### src/rtl/fpmul_uart_host.sv
// rtl/fpmul_uart_host.sv - host-side FPMUL-over-UART initiator: sends A/B command frame, receives P/flags.
module fpmul_uart_host #(
  parameter int CLKS_PER_BIT   = 868,
  parameter int TIMEOUT_CYCLES = 2000000
) (
  input  logic        clk100MHz,
  input  logic        rst,
  input  logic        req_valid,
  output logic        req_ready,
  input  logic [31:0] a,
  input  logic [31:0] b,
  output logic        tx,
  input  logic        rx,
  output logic        rsp_valid,
  output logic [31:0] p,
  output logic [5:0]  flags,
  output logic        err,
  output logic        busy
);
  localparam int CW = $clog2(CLKS_PER_BIT);
  localparam int TW = $clog2(TIMEOUT_CYCLES + 1);
  localparam logic [CW-1:0] BIT_LAST  = CW'(CLKS_PER_BIT - 1);
  localparam logic [CW-1:0] HALF_LAST = CW'(CLKS_PER_BIT / 2 - 1);
  localparam logic [TW-1:0] TMO_LAST  = TW'(TIMEOUT_CYCLES - 1);

  typedef enum logic [1:0] {IDLE, SEND, RECV, DONE} state_t;
  state_t state, state_n;

  logic [71:0]   tx_sr;
  logic [CW-1:0] tx_cnt;
  logic [3:0]    tx_bit;
  logic [3:0]    tx_byte;
  logic [6:0]    tx_idx;
  logic          rx_s1, rx_s2, rx_prev;
  logic          rx_active;
  logic [CW-1:0] rx_cnt;
  logic [3:0]    rx_bit;
  logic [7:0]    rx_data;
  logic [2:0]    rx_bytes;
  logic [37:0]   rsp_word;
  logic [TW-1:0] tmo_cnt;
  logic          tx_tick, tx_done, rx_tick, rx_bad, rx_last, timeout;
  logic          err_set, rsp_set;

  assign tx_tick = (tx_cnt == BIT_LAST);
  assign tx_done = (state == SEND) && tx_tick && (tx_bit == 4'd9) && (tx_byte == 4'd8);
  assign rx_tick = rx_active && (rx_cnt == ((rx_bit == 4'd0) ? HALF_LAST : BIT_LAST));
  assign rx_bad  = rx_tick && (rx_bit == 4'd9) && !rx_s2;
  assign rx_last = rx_tick && (rx_bit == 4'd9) && rx_s2 && (rx_bytes == 3'd4);
  assign timeout = (tmo_cnt == TMO_LAST);

  always_comb begin
    state_n   = state;
    req_ready = 1'b0;
    busy      = 1'b1;
    err_set   = 1'b0;
    rsp_set   = 1'b0;
    case (state)
      IDLE: begin
        req_ready = 1'b1;
        busy      = 1'b0;
        if (req_valid) state_n = SEND;
      end
      SEND: if (tx_done) state_n = RECV;
      RECV: begin
        if (timeout || rx_bad) begin
          err_set = 1'b1;
          state_n = IDLE;
        end else if (rx_last) begin
          state_n = DONE;
        end
      end
      DONE: begin
        rsp_set = 1'b1;
        state_n = IDLE;
      end
      default: state_n = IDLE;
    endcase
  end

  // Data bits 1..8 of the current frame come from the top byte of the shift register.
  always_comb begin
    tx     = 1'b1;
    tx_idx = 7'd63 + {3'b000, tx_bit};
    if (state == SEND) begin
      if (tx_bit == 4'd0)      tx = 1'b0;
      else if (tx_bit != 4'd9) tx = tx_sr[tx_idx];
    end
  end

  always_ff @(posedge clk100MHz) begin
    if (rst) begin
      state     <= IDLE;
      tx_sr     <= '0;
      tx_cnt    <= '0;
      tx_bit    <= '0;
      tx_byte   <= '0;
      rx_s1     <= 1'b1;
      rx_s2     <= 1'b1;
      rx_prev   <= 1'b1;
      rx_active <= 1'b0;
      rx_cnt    <= '0;
      rx_bit    <= '0;
      rx_data   <= '0;
      rx_bytes  <= '0;
      rsp_word  <= '0;
      tmo_cnt   <= '0;
      rsp_valid <= 1'b0;
      err       <= 1'b0;
      p         <= '0;
      flags     <= '0;
    end else begin
      state     <= state_n;
      rsp_valid <= rsp_set;
      err       <= err_set;
      rx_s1     <= rx;
      rx_s2     <= rx_s1;
      rx_prev   <= rx_s2;

      if (state == IDLE && req_valid) begin
        tx_sr   <= {7'b0, 1'b1, a, b};
        tx_cnt  <= '0;
        tx_bit  <= '0;
        tx_byte <= '0;
      end else if (state == SEND) begin
        if (tx_tick) begin
          tx_cnt <= '0;
          if (tx_bit == 4'd9) begin
            tx_bit  <= '0;
            tx_byte <= tx_byte + 1'b1;
            tx_sr   <= {tx_sr[63:0], 8'h00};
          end else begin
            tx_bit <= tx_bit + 1'b1;
          end
        end else begin
          tx_cnt <= tx_cnt + 1'b1;
        end
      end

      // Receive engine only runs in RECV; anything on rx earlier is dropped.
      if (state != RECV) begin
        tmo_cnt   <= '0;
        rx_active <= 1'b0;
        rx_bytes  <= '0;
      end else begin
        tmo_cnt <= tmo_cnt + 1'b1;
        if (!rx_active) begin
          if (rx_prev && !rx_s2) begin
            rx_active <= 1'b1;
            rx_cnt    <= '0;
            rx_bit    <= '0;
          end
        end else if (!rx_tick) begin
          rx_cnt <= rx_cnt + 1'b1;
        end else begin
          rx_cnt <= '0;
          if (rx_bit == 4'd0) begin
            if (rx_s2) rx_active <= 1'b0;
            else       rx_bit    <= 4'd1;
          end else if (rx_bit != 4'd9) begin
            rx_data <= {rx_s2, rx_data[7:1]};
            rx_bit  <= rx_bit + 1'b1;
          end else begin
            rx_active <= 1'b0;
            if (rx_s2) begin
              rsp_word <= {rsp_word[29:0], rx_data};
              rx_bytes <= rx_bytes + 1'b1;
            end
          end
        end
      end

      if (rsp_set) begin
        p     <= rsp_word[31:0];
        flags <= rsp_word[37:32];
      end
    end
  end
endmodule

### config.mk
export PLATFORM = sky130hd
export DESIGN_NAME = fpmul_uart_host
export DESIGN_NICKNAME = d
export VERILOG_FILES = /design/src/rtl/fpmul_uart_host.sv
export SDC_FILE = /design/constraint.sdc
export NUM_CORES = 1
export LEC_CHECK = 0
export BUFFER_PORTS_ARGS = -buffer_cell sky130_fd_sc_hd__clkbuf_2
export CAP_MARGIN = 20
export CORE_ASPECT_RATIO = 1.25
export CORE_MARGIN = 3
export CORE_UTILIZATION = 55
export DETAILED_ROUTE_END_ITERATION = 8
export HOLD_SLACK_MARGIN = 0.12
export PLACE_DENSITY = 0.76
export SLEW_MARGIN = 20
export SYNTH_ARGS = -nofsm -noshare
export SYNTH_HDL_FRONTEND = slang
export SYNTH_SLANG_ARGS = --single-unit
### constraint.sdc
create_clock -name clk100MHz -period 3.5 [get_ports clk100MHz]
set_input_delay 0.175 -clock clk100MHz [delete_from_list [all_inputs] [get_ports clk100MHz]]
set_output_delay 0.175 -clock clk100MHz [all_outputs]
set_load 0.01 [all_outputs]
==> key figures, run 1 <==
Global routing
  • Global-route wire length before repair: 37320 µm
  • Initial antenna violation count: 1
  • All-Layer GR Usage: approximately a quarter
  • Largest net degree at the start of global routing: 122
  • Vias in the first global route: roughly 8000
  • Global route overflow: 0

Timing
  • Slew headroom: between 30% and 40%
  • Clk_skew: 11.71 ps
  • Final Hold Fails: 0
  • Measured slew at the worst slew-check pin: ~1000 ps
  • Slew Limit Fails: 0
  • RSZ-0062 raised after global routing: false
  • Setup TNS: 0 ps
  • F_max: ~0.32 GHz
  • Min Tclk post-route: 3165 ps
  • Period utilization: 90.42%
  • # setup viols final: 0

Routing
  • Wire length on met2: between 10000 and 15000 µm
  • Post-DR vias/cell: about 5.6
  • Via count: just over 8000
  • DRT iter0 DRCs: 676
  • Metal3 WL: ~1200 µm
  • Highest routed layer: met4
  • Pre-Repair DR Iteration Count: 6
  • Drt drc: 0
  • Antenna-violating nets left: 0
  • Post-DR wirelength/cell: 15.66 µm
  • Met1 wire length: 9657 µm
  • Final WL: ~23000 µm

Logic synthesis
  • Net count after synthesis: 1167
  • Gate count of the mapped netlist: 1084
  • XOR/XNOR share of the synthesized area: 3.538%
  • YS warnings: 0
  • Compound-gate portion of the synthesized area: 11.57%
  • Sequential area share after synthesis: between 40% and 50%
  • Simple-gate area share of the yosys netlist: about a quarter
  • Largest family of logic cells by synthesized area: simple AND/OR/NAND/NOR gates
  • Prevailing post-synth register cell: dfxtp_1
  • Mux cell area share after synthesis: ~6.3%
  • Post-synth EDFFs: 0
  • Flop and latch count out of synthesis: 220
  • Number of distinct library cells after synthesis: 56
  • Post-Syn Area per Cell: 8.449 µm²
  • Post-synthesis instance area: 9159 µm²
  • Asr flop ratio synth: 0%
  • Post-synthesis adder-cell area fraction: 2.049%

Floorplan
  • Die height: 150.3 µm
  • Die width: 121.4 µm
  • Top Ports: approximately 110
  • Core ar.: 16270 µm²
  • Starting Density: 56.31%
  • Row count: between 50 and 60
  • Die area: 18250 µm²

CTS
  • CTS tree: yes
  • CTS Sinks: 220
  • Buffer levels on the longest clock path: 3
  • Setup Fix Bufs, Post-CTS: 0
  • H-tree lvl count: 1
  • Cts bufs inserted: 22
  • Clk pin slew, worst setup/hold paths: 60 ps
  • Clock Root Buffer: clkbuf_16
  • Skew-Pair Late Insertion Delay: 510 ps
  • Post-CTS Resized: 0

Final layout
  • Most common cell after layout, fill and taps aside: nand2_1
  • Area growth syn-to-layout: 22.12%
  • Util after Layout: 68.76%
  • Most frequent cells in the layout: nand2_1 (245), dfxtp_1 (220), nor2_1 (161)
  • Layout cell share with drive strength beyond 1: 13.85%
  • Net count reported at finish: 1309

Placement
  • PortBufs: 110
  • Final weighted congestion of routability-driven global placement: 0.8426
  • DPL Wire Length: approximately 14000 µm

Critical path
  • Arr. time, crit path: 2990 ps
  • WS Path Type: reg2out
  • CP required: roughly 3300 ps
  • Crit. End Element: output port
  • Crit Path Max Fanout: 12
  • Critical Path Source Type: flop

Pwr
  • Pint: just over 4 mW
  • Sw power: 1.164 mW
  • Comb pwr share: 5.4%
  • Leak pwr: 4.067 nW
  • Seq pwr share: roughly 50%
  • Pwr/cell area: 464.8 nW/µm²
  • VDD IR max: roughly 0.38 mV
  • Clk network pwr share: 44.4%
  • Tot Pwr: 5.198 mW
  • Switching Fraction: 22.40%

Flow run
  • Max-cap violations: 0

Min path
  • HP Class: in2reg

Run status
  • Status: finished clean
## power by group through the flow
| stage | Combinational, mW | Clock, mW | Sequential, mW |
|---|---|---|---|
| after global placement | 0.212 | 0 | 2.66 |
| after floorplan | 0.140 | 0 | 2.64 |
| final | 0.282 | 2.31 | 2.61 |
| after global routing | 0.308 | 2.47 | 2.61 |
| after detailed placement | 0.215 | 0 | 2.66 |
| after CTS | 0.273 | 2.36 | 2.60 |
## cell type report
cell class | instances | area, µm²
Antenna cell | 1 | 2.502
Clock buffer | 35 | 679.4
Clock inverter | 5 | 42.54
Fill cell | 1290 | 5081
Inverter | 14 | 52.55
Multi-Input combinational cell | 782 | 4422
Sequential cell | 220 | 4404
Tap cell | 216 | 270.3
Timing Repair Buffer | 186 | 1311
## Yosys cell counts, types with 2 or more instances
master | n | share of area, %
mux2i_1 | 51 | 5.6
buf_2 | 2 | 0.11
o21ai_0 | 7 | 0.38
clkbuf_1 | 60 | 2.5
a311oi_1 | 56 | 5.4
nor3_1 | 14 | 0.77
mux4_2 | 2 | 0.49
and4b_1 | 2 | 0.22
or3_1 | 3 | 0.20
and4_1 | 3 | 0.29
and3_1 | 8 | 0.55
nand4_1 | 12 | 0.82
nor4_1 | 3 | 0.20
xnor2_1 | 23 | 2.2
inv_1 | 14 | 0.57
or2_2 | 3 | 0.20
dfxtp_1 | 220 | 48
nor2_1 | 161 | 6.6
ha_1 | 15 | 2.0
and2_1 | 7 | 0.48
nand2_1 | 246 | 10
nor4bb_1 | 2 | 0.22
o31ai_1 | 3 | 0.25
nand2b_1 | 5 | 0.34
nor2b_1 | 3 | 0.20
or4_1 | 2 | 0.16
a31oi_1 | 3 | 0.20
xor2_1 | 14 | 1.3
buf_12 | 2 | 0.44
o311ai_0 | 2 | 0.19
mux2_2 | 2 | 0.25
o211ai_1 | 3 | 0.25
o2111ai_1 | 2 | 0.19
nand3_1 | 28 | 1.5
nor3b_1 | 2 | 0.16
and3b_1 | 3 | 0.29
nand3b_1 | 4 | 0.33
nor4b_1 | 4 | 0.38
buf_1 | 2 | 0.082
a21oi_1 | 70 | 3.8
## path summary, 6_finish.rpt
check        depth (start not counted)  slack (ps)                        to                    from
max reg2reg                          8         700  rsp_word[3]$_SDFFE_PP0P_  rx_bit[0]$_SDFFE_PP0P_
min                                  4         180     state[1]$_SDFFE_PP0P_               req_valid
max                                  8         340                        tx  tx_bit[0]$_SDFFE_PP0P_
min reg2reg                          1         410          rx_s2$_SDFF_PP1_        rx_s1$_SDFF_PP1_
## worst max-delay path, stage by stage, from the launching register on
cell	delay (ps)
dfxtp_1	540
inv_1	160
ha_1	550
mux4_2	550
a31oi_1	190
o31ai_1	80
a31oi_1	160
nand3_1	100
clkbuf_2	140
## metrics by stage
stage	setup slack, ps	area, µm²	hold slack (ps)	cells
4_1_cts	331.5	11180	160.5	1458
2_1_floorplan	926.3	9159	278.8	1084
5_1_grt	198.7	11180	184.6	1459
3_5_place_dp	733.5	9809	366.1	1353
6_report	335.2	11180	177.3	1459
3_3_place_gp	806.0	9809	363.2	1353
## cell families (layout without fill, tap and decap cells)
group	Yosys count	after routing
simple gates	519	519
flops	220	220
compound gates	156	156
buf+inv	82	240
mux	55	55
xor+xnor	37	37
fa+ha+maj	15	15
other cells	0	1
## flip-flops by register name, indices dropped and copies added, names as in the netlist, 2 cells and up
| name | cells |
|---|---|
| tx_bit | 4 |
| rx_bit | 4 |
| rsp_word | 38 |
| rx_cnt | 10 |
| tx_cnt | 10 |
| p | 32 |
| rx_data | 8 |
| state | 2 |
| flags | 6 |
| tx_byte | 4 |
| tx_sr | 72 |
| rx_bytes | 3 |
| tmo_cnt | 21 |
## per-layer routing
| metal | vias up | track usage (%) |
|---|---|---|
| met4 | 0 | 9.753 |
| li1 | 3986 | - |
| met1 | 3787 | 31.86 |
| met5 | - | 0 |
| met3 | 70 | 4.397 |
| met2 | 279 | 40.50 |
## what timing repair did
action | in CTS | in global routing
endpoints found under the hold margin | 65 | 0
hold buffers | 65 | 0
endpoints found under the setup margin | 0 | 0
No activity file was read; power rests on OpenSTA's default activity.
==> run 2: changes to the inputs <==
--- a/config.mk
+++ b/config.mk
@@ -12,7 +12,7 @@
 export CORE_UTILIZATION = 55
 export DETAILED_ROUTE_END_ITERATION = 8
 export HOLD_SLACK_MARGIN = 0.12
-export PLACE_DENSITY = 0.76
+export PLACE_DENSITY_LB_ADDON = 0.1
 export SLEW_MARGIN = 20
 export SYNTH_ARGS = -nofsm -noshare
 export SYNTH_HDL_FRONTEND = slang
==> run 2 against run 1 <==
Effect of this change:
- global-route usage shrank 1.3 points
- power is 1.2% lower
- critical path depth stayed put
- maximum frequency decreased by 0.35%
- non-clock buffer count fell by 1
- final cell count is 0.27% lower
- flip-flop and latch count is the same
- cell area decreased by 0.32%
- wire length fell by 6.0%
- sequential power is essentially flat
- sequential share of layout area grew 0.13 points
- via count shrank 3.2%
==> key figures, run 2 (synthesis results as in run 1) <==
Placement
  • PortBufs: 110
  • DPL Wire Length: 13480 µm
  • Cell Area, Placed: approximately 9800 µm²
  • Final weighted congestion of routability-driven global placement: 0.8406
  • Dpl cells: 1352

Timing
  • F_max: around 0.31 GHz
  • Clk_skew: 7.852 ps
  • Hold WS: slightly above 200 ps
  • Slew headroom: 39.32%
  • Setup TNS: 0 ps
  • RSZ-0062 raised after global routing: false
  • Measured slew at the worst slew-check pin: 910.2 ps
  • Final Hold Fails: 0
  • Slew Limit Fails: 0
  • Period utilization: 90.74%
  • Min Tclk post-route: 3176 ps
  • # setup viols final: 0

Critical path
  • Crit. End Element: output port
  • CP max-delay cell: ha_1
  • Critical Path Most Common Cell: a31oi_1
  • Critical Path, Cell by Cell: inv_1 > ha_1 > mux4_2 > a31oi_1 > o31ai_1 > a31oi_1 > nand3_1 > clkbuf_2
  • Crit Path Max Fanout: 12
  • CP delay by family, top: adder cells
  • CP max stage delay: roughly 560 ps
  • Critical Path Source Type: flop
  • WS Path Type: reg2out
  • Critical path buffers and inverters: 2
  • CP required: approximately 3300 ps
  • Arr. time, crit path: 3000 ps

Pwr
  • Sw power: 1.114 mW
  • Clk network pwr share: around 44%
  • Seq pwr share: 50.7%
  • Pint: 4.022 mW
  • Pwr/cell area: 460.7 nW/µm²
  • VDD IR max: roughly 0.32 mV
  • Comb pwr share: 5.4%
  • Leak pwr: 4.057 nW
  • Switching Fraction: 21.69%
  • Tot Pwr: approximately 5 mW

Routing
  • Post-DR vias/cell: 5.404
  • Pre-Repair DR Iteration Count: 5
  • Antenna-violating nets left: 0
  • Post-DR wirelength/cell: 14.76 µm
  • Via count: 7863
  • Drt drc: 0
  • DRT iter0 DRCs: 555
  • Final WL: 21480 µm

Final layout
  • Area growth syn-to-layout: 21.72%
  • Filler instances: 1359
  • Design area: 11150 µm²
  • Max FFs per register: 72
  • Layout cell share with drive strength beyond 1: 13.56%
  • Largest regs: tx_sr: 72 flops, rsp_word: 38 flops, p: 32 flops
  • Most common cell after layout, fill and taps aside: nand2_1
  • ANT cells: 0
  • Post-Layout Cell Count: 1455
  • Net count reported at finish: 1308
  • Largest Register: tx_sr
  • Most frequent cells in the layout: nand2_1 (245), dfxtp_1 (220), nor2_1 (161)

Global routing
  • All-Layer GR Usage: 23.21%
  • Global route overflow: 0
  • Largest net degree at the start of global routing: 88
  • Vias in the first global route: 7454
  • Initial antenna violation count: 0
  • Global-route wire length before repair: 35380 µm

Floorplan
  • Die width: ~120 µm
  • Die area: 18250 µm²
  • Top Ports: 111
  • Core ar.: about 16000 µm²
  • Row count: 52
  • Starting Density: 56.31%
  • Die height: 150.3 µm

CTS
  • Skew-Pair Late Insertion Delay: 500 ps
  • H-tree lvl count: 1
  • Clock Root Buffer: clkbuf_16
  • Setup Fix Bufs, Post-CTS: 0
  • CTS tree: yes
  • Cts bufs inserted: 22
  • Clk pin slew, worst setup/hold paths: 60 ps
  • Buffer levels on the longest clock path: 3
  • CTS Sinks: 220

Flow run
  • Max-cap violations: 0

Run status
  • Status: finished clean

Min path
  • HP Class: in2reg
-- run 2: changes by cell type in the layout (fill, tap and decap cells not counted), sizes merged --
cell / previous run / this run
clkinv: 4 / 3
clkinvlp: 1 / 0
buf: 12 / 11
diode: 1 / 0
-- run 2: worst paths after layout --
| check | startpoint | slack [ps] | cells after the start | to |
|---|---|---|---|---|
| worst min register to register | rx_s1$_SDFF_PP1_ | 430 | 1 | rx_s2$_SDFF_PP1_ |
| worst max-delay path | tx_bit[0]$_SDFFE_PP0P_ | 320 | 8 | tx |
| worst min-delay path | req_valid | 210 | 4 | state[1]$_SDFFE_PP0P_ |
| worst max register to register | rx_bit[0]$_SDFFE_PP0P_ | 700 | 8 | rsp_word[8]$_SDFFE_PP0P_ |
-- run 2: metal layers --
| metal | up-vias | GRT usage, % | share of wire [%] |
|---|---|---|---|
| met3 | 47 | 3.269 | 4.7 |
| li1 | 3977 | - | - |
| met5 | - | 0 | 0 |
| met2 | 184 | 38.17 | 47 |
| met1 | 3655 | 31.46 | 45 |
| met4 | 0 | 7.848 | 2.7 |
-- run 2: cell type report --
cell class | instances | area, µm² | area share [%]
Inverter | 14 | 52.55 | 0.4714
Timing Repair Buffer | 185 | 1304 | 11.69
Clock inverter | 3 | 15.01 | 0.1347
Tap cell | 216 | 270.3 | 2.424
Multi-Input combinational cell | 782 | 4422 | 39.66
Clock buffer | 35 | 680.7 | 6.105
Sequential cell | 220 | 4404 | 39.51
-- run 2: worst min-delay path, cell delays in order --
cell,delay (ps)
clkbuf_2,150
nor2_1,70
nor3_1,130
a22o_1,140
-- run 2: power groups by stage --
| stage | registers [mW] | clock network, mW | logic (mW) |
|---|---|---|---|
| finish | 2.60 | 2.26 | 0.277 |
| detailed placement | 2.66 | 0 | 0.214 |
| global route | 2.61 | 2.40 | 0.305 |
| CTS | 2.60 | 2.31 | 0.271 |
| floorplan | 2.64 | 0 | 0.140 |
| global placement | 2.66 | 0 | 0.212 |
-- run 2: stage by stage --
stage / utilization (%) / worst slack (ps)
CTS: 68.54 / 330.2
global route: 68.54 / 135.7
detailed placement: 60.26 / 746.3
global placement: 60.26 / 810.5
floorplan: - / 926.3
finish: 68.54 / 324.2
-- run 2: repair_timing --
item,CTS,global route
endpoints found under the hold margin,65,0
gates resized for setup,0,0
hold buffers,65,0
==> run 3: changes to the inputs <==
--- a/config.mk
+++ b/config.mk
@@ -6,7 +6,7 @@
 export NUM_CORES = 1
 export LEC_CHECK = 0
 export BUFFER_PORTS_ARGS = -buffer_cell sky130_fd_sc_hd__clkbuf_2
-export CAP_MARGIN = 20
+export CAP_MARGIN = 10
 export CORE_ASPECT_RATIO = 1.25
 export CORE_MARGIN = 3
 export CORE_UTILIZATION = 55
==> constraint.sdc (replaced) <==
create_clock -name clk100MHz -period 3.3 [get_ports clk100MHz]
set_input_delay 0.165 -clock clk100MHz [delete_from_list [all_inputs] [get_ports clk100MHz]]
set_output_delay 0.165 -clock clk100MHz [all_outputs]
set_load 0.01 [all_outputs]
==> run 3 against run 2 <==
Effect of this change:
- critical path depth did not move
- combinational power rose by 6%
- first-iteration DRC count down 4.1%
- flip-flop and latch count unchanged
- wire length rose by 1.5%
- register-to-register slack improved by 60 ps
- critical path type unchanged
- highest routed layer unchanged
==> key figures, run 3 (synthesis results as in run 1) <==
Run status
  • Status: finished clean

Final layout
  • Register area: around 4400 µm²
  • Design area: roughly 11000 µm²
  • Largest Register: tx_sr
  • Net count reported at finish: 1310
  • Most frequent cells in the layout: nand2_1 (245), dfxtp_1 (220), nor2_1 (161)
  • Max FFs per register: 72
  • Area growth syn-to-layout: 22.51%
  • ANT cells: 0
  • Multi-input combinational cell area: 4424 µm²
  • Post-Layout Cell Count: 1458
  • Util after Layout: 68.98%
  • Largest regs: tx_sr: 72 flops, rsp_word: 38 flops, p: 32 flops
  • Layout cell share with drive strength beyond 1: roughly 14%
  • Filler instances: 1334
  • Most common cell after layout, fill and taps aside: nand2_1

Pwr
  • Clk network pwr share: approximately 46%
  • Pint: 4.414 mW
  • Comb pwr share: roughly 5.2%
  • Seq pwr share: between 40% and 50%
  • Leak pwr: 4.081 nW
  • Tot Pwr: 5.663 mW
  • VDD IR max: 0.4259 mV
  • Pwr/cell area: 504.7 nW/µm²
  • Sw power: 1.249 mW
  • Switching Fraction: between 20% and 30%

Global routing
  • All-Layer GR Usage: between 20% and 30%
  • Global route overflow: 0
  • Largest net degree at the start of global routing: ~80
  • Initial antenna violation count: 0
  • Vias in the first global route: 7457
  • Global-route wire length before repair: approximately 36000 µm

Timing
  • Final Hold Fails: 0
  • Measured slew at the worst slew-check pin: 858.4 ps
  • Setup slack after layout: 215.4 ps
  • Slew Limit Fails: 0
  • RSZ-0062 raised after global routing: false
  • Hold WS: 184.4 ps
  • Setup TNS: 0 ps
  • F_max: 0.3242 GHz
  • # setup viols final: 0
  • Min Tclk post-route: 3085 ps
  • Period utilization: between 90% and 100%
  • Slew headroom: between 40 and 50%
  • Clk_skew: a little under 20 ps

Critical path
  • WS Path Type: reg2out
  • CP max stage delay: about 560 ps
  • Critical path buffers and inverters: 2
  • CP required: 3130 ps
  • Critical Path, Cell by Cell: inv_1 > ha_2 > mux4_2 > a31oi_1 > o31ai_1 > a31oi_1 > nand3_1 > clkbuf_2
  • CP max-delay cell: dfxtp_1
  • Crit. End Element: output port
  • Crit Path Max Fanout: 12
  • CP delay by family, top: flip-flops
  • Critical Path Most Common Cell: a31oi_1
  • Arr. time, crit path: 2920 ps
  • Critical Path Source Type: flop

Placement
  • Cell Area, Placed: 9809 µm²
  • Final weighted congestion of routability-driven global placement: 0.8346
  • DP Worst Slack: 676.6 ps
  • DPL Wire Length: around 13000 µm
  • PortBufs: 110
  • Dpl cells: 1353

CTS
  • H-tree lvl count: 1
  • Setup Fix Bufs, Post-CTS: 0
  • Cts bufs inserted: 23
  • Clk pin slew, worst setup/hold paths: 60 ps
  • Clock Root Buffer: clkbuf_16
  • Skew-Pair Late Insertion Delay: 520 ps
  • CTS tree: yes
  • CTS Sinks: 220
  • Buffer levels on the longest clock path: 3

Floorplan
  • Die height: 150.3 µm
  • Starting Density: 56.31%
  • Core ar.: around 16000 µm²
  • Row count: 52
  • Top Ports: 111
  • Die width: 121.4 µm
  • Die area: 18250 µm²

Routing
  • DRT iter0 DRCs: 532
  • Post-DR vias/cell: 5.457
  • Antenna-violating nets left: 0
  • Final WL: ~22000 µm
  • Via count: 7957
  • Pre-Repair DR Iteration Count: 5
  • Drt drc: 0
  • Post-DR wirelength/cell: 14.95 µm

Flow run
  • Max-cap violations: 0

Min path
  • HP Class: in2reg
[run 3: worst paths after layout]
path                          startpoint                       end  slack, ps  cells past startpoint
setup / recovery  tx_bit[0]$_SDFFE_PP0P_                        tx        220                      8
hold / removal                 req_valid     state[1]$_SDFFE_PP0P_        180                      4
setup reg to reg  rx_bit[0]$_SDFFE_PP0P_  rsp_word[5]$_SDFFE_PP0P_        760                      8
hold reg to reg         rx_s1$_SDFF_PP1_          rx_s2$_SDFF_PP1_        420                      1
[run 3: area by class of cell]
class,count,share of cell area [%]
inverters,14,0.4683
clock buffers,33,5.910
flip-flops and latches,220,39.25
well taps,216,2.409
repair buffers,186,11.69
clock inverters,7,0.8475
multi-input cells,782,39.43
[run 3: repair_timing]
item | in CTS | in global routing
resized for setup | 0 | 1
hold buffers | 65 | 0
endpoints found under the setup margin | 0 | 1
endpoints found under the hold margin | 65 | 0
[run 3: per-layer routing]
metal | part of all wire [%] | global-route usage, % | wire (µm) | vias to the layer above
li1 | - | - | - | 3980
met1 | 45 | 31.91 | 9864 | 3750
met2 | 48 | 38.45 | 10510 | 195
met3 | 4.6 | 3.608 | 1006 | 32
met4 | 1.9 | 6.502 | 422 | 0
met5 | 0 | 0 | 0 | -
[run 3: worst register-to-register path: cells and delay by family (launching register included)]
| family | cells | cell delay [ps] |
|---|---|---|
| mux | 1 | 260 |
| compound gates | 1 | 310 |
| simple gates | 3 | 970 |
| buf+inv | 2 | 380 |
| flops | 1 | 350 |
| fa+ha+maj | 1 | 140 |
[run 3: power groups by stage]
stage	sequential (mW)	combinational, mW	clock (mW)
floorplan	2.80	0.148	0
CTS	2.76	0.287	2.65
finish	2.76	0.294	2.61
detailed placement	2.82	0.227	0
global placement	2.82	0.224	0
global route	2.77	0.325	2.75
